**src/rtl/bitserial_logic_unit.sv**
```systemverilog
// Bit-serial AND/OR/XOR/NOR unit: evaluates one bit per clock, LSB first,
// behind valid/ready handshakes on both the operand and the result side.
module bitserial_logic_unit #(
   parameter int unsigned WIDTH = 16,
   parameter int unsigned CNTW  = 4
) (
   input  logic             clk,
   input  logic             rst_n,
   input  logic             in_valid,
   output logic             in_ready,
   input  logic [WIDTH-1:0] A,
   input  logic [WIDTH-1:0] B,
   input  logic [1:0]       op,
   output logic             out_valid,
   input  logic             out_ready,
   output logic [WIDTH-1:0] out,
   output logic             zero
);

   typedef enum logic [1:0] {
      IDLE = 2'd0,
      RUN  = 2'd1,
      DONE = 2'd2
   } state_t;

   state_t           state;
   state_t           state_next;
   logic [WIDTH-1:0] a_sh;
   logic [WIDTH-1:0] b_sh;
   logic [1:0]       op_q;
   logic [CNTW-1:0]  cnt;
   logic             res_bit;
   logic [WIDTH-1:0] out_next;
   logic             accept;
   logic             last_bit;

   assign in_ready  = (state == IDLE);
   assign out_valid = (state == DONE);
   assign accept    = in_valid && in_ready;
   assign last_bit  = (cnt == CNTW'(WIDTH - 1));

   always_comb begin
      res_bit = 1'b0;
      unique case (op_q)
         2'b00: res_bit = a_sh[0] & b_sh[0];
         2'b01: res_bit = a_sh[0] | b_sh[0];
         2'b10: res_bit = a_sh[0] ^ b_sh[0];
         2'b11: res_bit = ~(a_sh[0] | b_sh[0]);
         default: res_bit = 1'b0;
      endcase
   end

   // Result fills from the MSB end so the LSB-first bits land in place after WIDTH shifts.
   assign out_next = {res_bit, out[WIDTH-1:1]};

   always_ff @(posedge clk or negedge rst_n) begin
      if (!rst_n) begin
         state <= IDLE;
      end else begin
         state <= state_next;
      end
   end

   always_comb begin
      state_next = state;
      unique case (state)
         IDLE: if (accept) state_next = RUN;
         RUN:  if (last_bit) state_next = DONE;
         DONE: if (out_ready) state_next = IDLE;
         default: state_next = IDLE;
      endcase
   end

   always_ff @(posedge clk or negedge rst_n) begin
      if (!rst_n) begin
         a_sh <= '0;
         b_sh <= '0;
         op_q <= '0;
         cnt  <= '0;
         out  <= '0;
         zero <= 1'b1;
      end else begin
         unique case (state)
            IDLE: begin
               if (accept) begin
                  a_sh <= A;
                  b_sh <= B;
                  op_q <= op;
                  cnt  <= '0;
               end
            end
            RUN: begin
               a_sh <= {1'b0, a_sh[WIDTH-1:1]};
               b_sh <= {1'b0, b_sh[WIDTH-1:1]};
               out  <= out_next;
               if (last_bit) begin
                  // zero is taken from the completed word so it arrives with out_valid
                  zero <= (out_next == '0);
               end else begin
                  cnt <= cnt + 1'b1;
               end
            end
            default: ;
         endcase
      end
   end

endmodule
```
**config.mk**
```make
export PLATFORM = sky130hd
export DESIGN_NAME = bitserial_logic_unit
export DESIGN_NICKNAME = d
export VERILOG_FILES = /design/src/rtl/bitserial_logic_unit.sv
export SDC_FILE = /design/constraint.sdc
export NUM_CORES = 1
export LEC_CHECK = 0
export CAP_MARGIN = 20
export CORE_ASPECT_RATIO = 0.6
export CORE_MARGIN = 4
export CORE_UTILIZATION = 40
export CTS_BUF_LIST = sky130_fd_sc_hd__clkbuf_8
export CTS_CLUSTER_SIZE = 30
export DETAILED_ROUTE_END_ITERATION = 8
export DONT_BUFFER_PORTS = 1
export PLACE_DENSITY = 0.56
export SETUP_SLACK_MARGIN = 0.1
export SLEW_MARGIN = 5
export SYNTH_ARGS = -nofsm -noshare
export SYNTH_HDL_FRONTEND = slang
export SYNTH_SLANG_ARGS = --single-unit
export TNS_END_PERCENT = 1
```
**constraint.sdc**
```tcl
create_clock -name clk -period 1.9 [get_ports clk]
set_clock_uncertainty 0.15 [all_clocks]
set_input_delay 0 -clock clk [delete_from_list [all_inputs] [get_ports clk]]
set_output_delay 0 -clock clk [all_outputs]
set_load 0.03 [all_outputs]
```
# Word-level counts from Yosys, hierarchy flattened
# Cells that the tools add are included.
op_classes:
  n_bitwise: 4
  n_addsub: 1
  eq_ne: 10
  muxes: 12
  reduce_logical: 10
ops:
  columns: ["operator", "count"]
  rows:
  - ["16-bit one-hot mux with 2 select lines", 2]
  - ["16-bit two-way mux", 2]
  - ["16-bit zero test", 1]
  - ["4-bit two-way mux", 2]
  - ["4-bit one-hot mux with 2 select lines", 1]
  - ["2-bit == test (second input constant)", 3]
  - ["2-bit two-way mux", 3]
  - ["2-bit one-hot mux with 3 select lines", 1]
  - ["2-bit AND reduction", 3]
  - ["3-bit AND reduction", 2]
  - ["4-bit by 1-bit adder with 4-bit output (second input constant)", 1]
  - ["2-bit by 1-bit == test with 1-bit output (second input constant)", 2]
  - ["4-bit == test (second input constant)", 1]
  - ["2-bit zero test", 2]
  - ["2-bit by 1-bit != test with 1-bit output (second input constant)", 2]
  - ["2-bit != test (second input constant)", 2]
  - ["1-bit one-hot mux with 4 select lines", 1]
  - ["2-bit nonzero test", 1]
  - ["1-bit bitwise AND", 1]
  - ["1-bit logical AND", 1]
  - ["1-bit NOT", 1]
  - ["1-bit bitwise OR", 1]
  - ["1-bit bitwise XOR", 1]
totals:
  register_bits: 57
  inputBits: 38
  output_inout_bits: 19
  elab_cells: 44

# Depth between registers and ports, before layout
logic_depth:
  ltp_word: 4
  depth_mapped: 6
  mapped_depth_nobuf: 5

# Worst setup path after synthesis
# Ideal clock, no wire load.
synth_path:
  path_type: "flip-flop to flip-flop"
  from: "register a_sh[0]"
  to: "register zero"
  required_time_ns: 1.645
  setup_ns: 0.105
  path_buffers: 0
  stages_incl_launch_ff: 6
  arrival_ns: 1.215
  synth_period_minus_slack_ns: 1.471
  path_slack_ns: 0.429
  cell_sequence: "dfrtp_1 ha_1 nor2b_1 a211oi_1 a21oi_1 o41ai_1"
synth_between:
  elab_chain_cells: 4
  word_cells_on_any_way: 6
  cone_classes: "mux: 1; bitwise: 4; reduce/logical: 1"
synth_rtl:
  columns: ["element", "line_no", "source"]
  rows:
  - ["from (decl)", "28", "logic [WIDTH-1:0] a_sh;"]
  - ["from (signal assigned)", "93", "a_sh <= {1'b0, a_sh[WIDTH-1:1]};"]
  - ["1-bit bitwise OR", "46, 48", null]
  - ["1-bit NOT", "48", "2'b11: res_bit = ~(a_sh[0] | b_sh[0]);"]
  - ["1-bit one-hot mux with 4 select lines *", "44", "unique case (op_q)"]
  - ["16-bit zero test *", "98", "zero <= (out_next == '0);"]
  - ["to (signal assigned)", "98", null]
  - ["to (decl)", "17", "output logic zero"]
# Every way passes the cells marked *; elsewhere a longest branch is shown, timed or not.
# A chain may end at the register's enable or synchronous reset.

# Worst setup path in the final report
layout_path:
  from: "register state[1]"
  to: "register op_q[1]"
layout_between:
  elab_chain_cells: 3
layout_rtl:
  columns: ["element", "line_no", "source"]
  rows:
  - ["from (decl)", "26", "state_t state;"]
  - ["from (signal assigned)", "60", "state <= state_next;"]
  - ["2-bit zero test *", "37, 83", null]
  - ["1-bit logical AND", "39", "assign accept = in_valid && in_ready;"]
  - ["2-bit AND reduction (no source line) *", null, null]
  - ["to (signal assigned)", "88", "op_q <= op;"]
  - ["to (decl)", "30", "logic [1:0] op_q;"]
# Marked as above.

==> summary.txt <==
Final layout
  • # fillers: 569
  • Reg area: 1430 sq um
  • Final instance count without filler cells: roughly 400
  • Area growth syn-to-layout: 33.0%
  • Share of layout cells above drive strength 1: 0.135
  • Multi-input logic area: 1050 sq um
  • Nets: 355
  • Final Cell Area: 3410 sq um
  • Antenna Cells: 0

Placement
  • Placer Congestion: 0.718
  • Dpl cell area: 2760 sq um
  • Port-buffer cells: 0
  • Placed cell count: 345
  • HPWL Detailed: 3680 um

Routing
  • DRC Markers: 0
  • Avg Vias per Cell: roughly 4.8
  • Routed wire length: ~5600 um
  • Initial DRC Count: 108
  • Post-route ant nets: 0
  • Via Count: between 1500 and 2000
  • Wire length per cell: around 14 um
  • Drt first pass iters: 4

Clock network
  • Clk pin slew, worst setup/hold paths: 60 ps
  • Clock tree from TritonCTS: done
  • Root Buffer: clkbuf_8
  • CTS max path bufs: 2
  • Clock Latency Late Sink: 320 ps
  • CTS H-tree depth: 3
  • Clk sinks: 57
  • CTS Buf Count: 9

Floorplanning
  • Starting density of the core: 0.416
  • Core Rows: 22
  • I/O pins: 57
  • Die Area: slightly below 8000 sq um
  • Die Ht: 70.0 um
  • CORE AREA: 6170 sq um
  • Chip width: around 110 um

Worst setup path
  • WP data arrival: 1830 ps
  • Worst r2r path cells: 5
  • CP endpoint kind: register
  • Crit path max fanout: 5
  • WP buf/inv: 2
  • CP max-delay cell: dlygate4sd3_1
  • Critical Path Max Stage Delay: 560 ps
  • R2R Path End: op_q[1]
  • Reg2reg setup slack: 170 ps
  • Critical path class: register to register
  • Worst Setup Start Kind: register
  • Req. time, crit path: 2010 ps
  • Most frequent CP cell: nand2_1
  • CP Cell Sequence: nor3b_2 > buf_4 > nand2_1 > dlygate4sd3_1 > nand2_1
  • Worst path top cell family by delay: buffers and inverters
  • Worst R2R Start: state[1]

Pwr
  • Worst IR Drop VDD: 595 uV
  • PD cells: 1650 nW/um^2
  • Pleak: 0.00170 uW

Logic synthesis
  • Leading area contributor after synthesis: dfrtp_1
  • Post-synth top area share: 0.546
  • Syn Area/Cell: ~10 sq um
  • Synth cell types: 30
  • Top post-synthesis cells by area: dfrtp_1, nand2_1, mux2i_1
  • Synth warn: 0
  • Most used DFF post-synth: dfrtp_1
  • Number of enable flip-flop cells after synthesis: 0
  • Post-Syn Area: 2570 sq um
  • Post-synthesis register bit count: 57
  • Post-synthesis sequential area ratio: 0.556
  • Cells after Synth: 257
  • Ys async rst share: 1.00
  • Mapped Nets: around 300

STA
  • Setup TNS: 0 ps
  • Actual slew at the worst max-slew pin: about 570 ps
  • Final hold vios: 0
  • RSZ-0062 raised after global routing: false
  • Final setup fails: 0
  • Slew HR: 0.620
  • Final Max Tran Viols: 0
  • Tcrit/Tclk final: 0.909
  • Highest Clock Rate: roughly 580 MHz
  • Final min period: 1730 ps

Global route
  • Largest net degree at the start of global routing: 58
  • Tot GR Track Use: 0.150
  • GR Overflow Total: 0
  • First-pass GRT wire length: 9420 um
  • Number of global-route vias before repair: 1903
  • Initial antenna violation count: 0

Hold path
  • Tightest Hold Check Type: primary input to asynchronous set/reset pin

Run status
  • Status: complete, no violations

Run
  • Max Cap Violations: 0
-- cell usage in the layout (no fill, tap or decap), drive strengths merged, types with 3 or more instances in the layout --
cell type and count:
dlygate4sd3 39, clkbuf 12, nor2 3, nor4 3, o21ai 34, nor2b 3
nand2 86, ha 3, dfrtp 56, mux2i 30, buf 21, nand3 4
inv 6
-- area by class of cell --
class                           count  area share
Clock inverter                      4      0.0125
Sequential cell                    57       0.419
Inverter                            4     0.00440
Timing Repair Buffer               60       0.177
Tap cell                           84      0.0308
Multi-Input combinational cell    182       0.307
Clock buffer                       12      0.0484
-- stage by stage --
| stage | setup WS (ps) | power, uW | hold slack, ps | utilization |
|---|---|---|---|---|
| 3_5_place_dp | 231 | 4420 | -444 | 0.447 |
| 6_report | 173 | 5640 | 51.7 | 0.553 |
| 3_3_place_gp | 269 | 4350 | -444 | 0.447 |
| 4_1_cts | 147 | 5690 | 43.3 | 0.548 |
| 2_1_floorplan | 429 | 3840 | -446 | - |
| 5_1_grt | 112 | 6080 | 63.0 | 0.553 |
-- flip-flops by register name, summed over array words and instances (netlist names) --
signal and count:
a_sh 16, b_sh 16, out 16, cnt 4
op_q 2, state 2, zero 1
-- worst max-delay path by stage --
stage               startpoint  endpoint  slack [ps]  depth (start not counted)
finish                state[1]   op_q[1]         170                          5
global route          state[0]   op_q[1]         110                          5
CTS                   state[0]   op_q[1]         150                          5
detailed placement    state[0]   a_sh[3]         230                          4
global placement      state[0]   out[15]         270                          3
floorplan              a_sh[0]      zero         430                          5
-- worst register-to-register path, delay by kind of cell, from the launching register on --
family	cells	cell delay (ps)
flops	1	440
simple gates	3	340
buf+inv	2	730
-- cell families after synthesis --
group                      synth area share
muxes                                 0.121
and+or+nand+nor                       0.169
xor gates and xnor gates            0.00683
AOI/OAI and AO/OA                    0.0897
adders and majority gates            0.0146
DFF                                   0.556
buffers and inverters                0.0424
-- synthesized netlist by cell type, types with 2 or more instances --
| cell | number |
|---|---|
| a21oi_1 | 2 |
| a22o_1 | 2 |
| buf_2 | 6 |
| buf_4 | 2 |
| buf_6 | 3 |
| clkbuf_2 | 3 |
| dfrtp_1 | 56 |
| ha_1 | 3 |
| inv_1 | 4 |
| mux2i_1 | 30 |
| nand2_1 | 86 |
| nand3_1 | 3 |
| nor2_1 | 3 |
| nor2b_1 | 3 |
| nor4_1 | 3 |
| o21ai_0 | 5 |
| o21ai_1 | 29 |
| xor2_1 | 2 |
-- report_power, final --
part	switching, uW	internal [uW]
clock network	456	702
logic	1240	964
registers	512	1770
-- layer usage --
metal / vias up / global-route usage / routed length [um]
met5: - / 0 / 0
met4: 0 / 0.0405 / 33
met3: 4 / 0.0528 / 252
met2: 36 / 0.238 / 2570
met1: 909 / 0.195 / 2750
li1: 980 / - / -
-- repair_timing --
action                                 in CTS  in global routing
buffers inserted                            0                  2
setup endpoints to repair                   0                  2
endpoints found under the hold margin      96                  0
resized for setup                           0                  2
hold buffers                               40                  0
No activity file was read; power rests on OpenSTA's default activity.
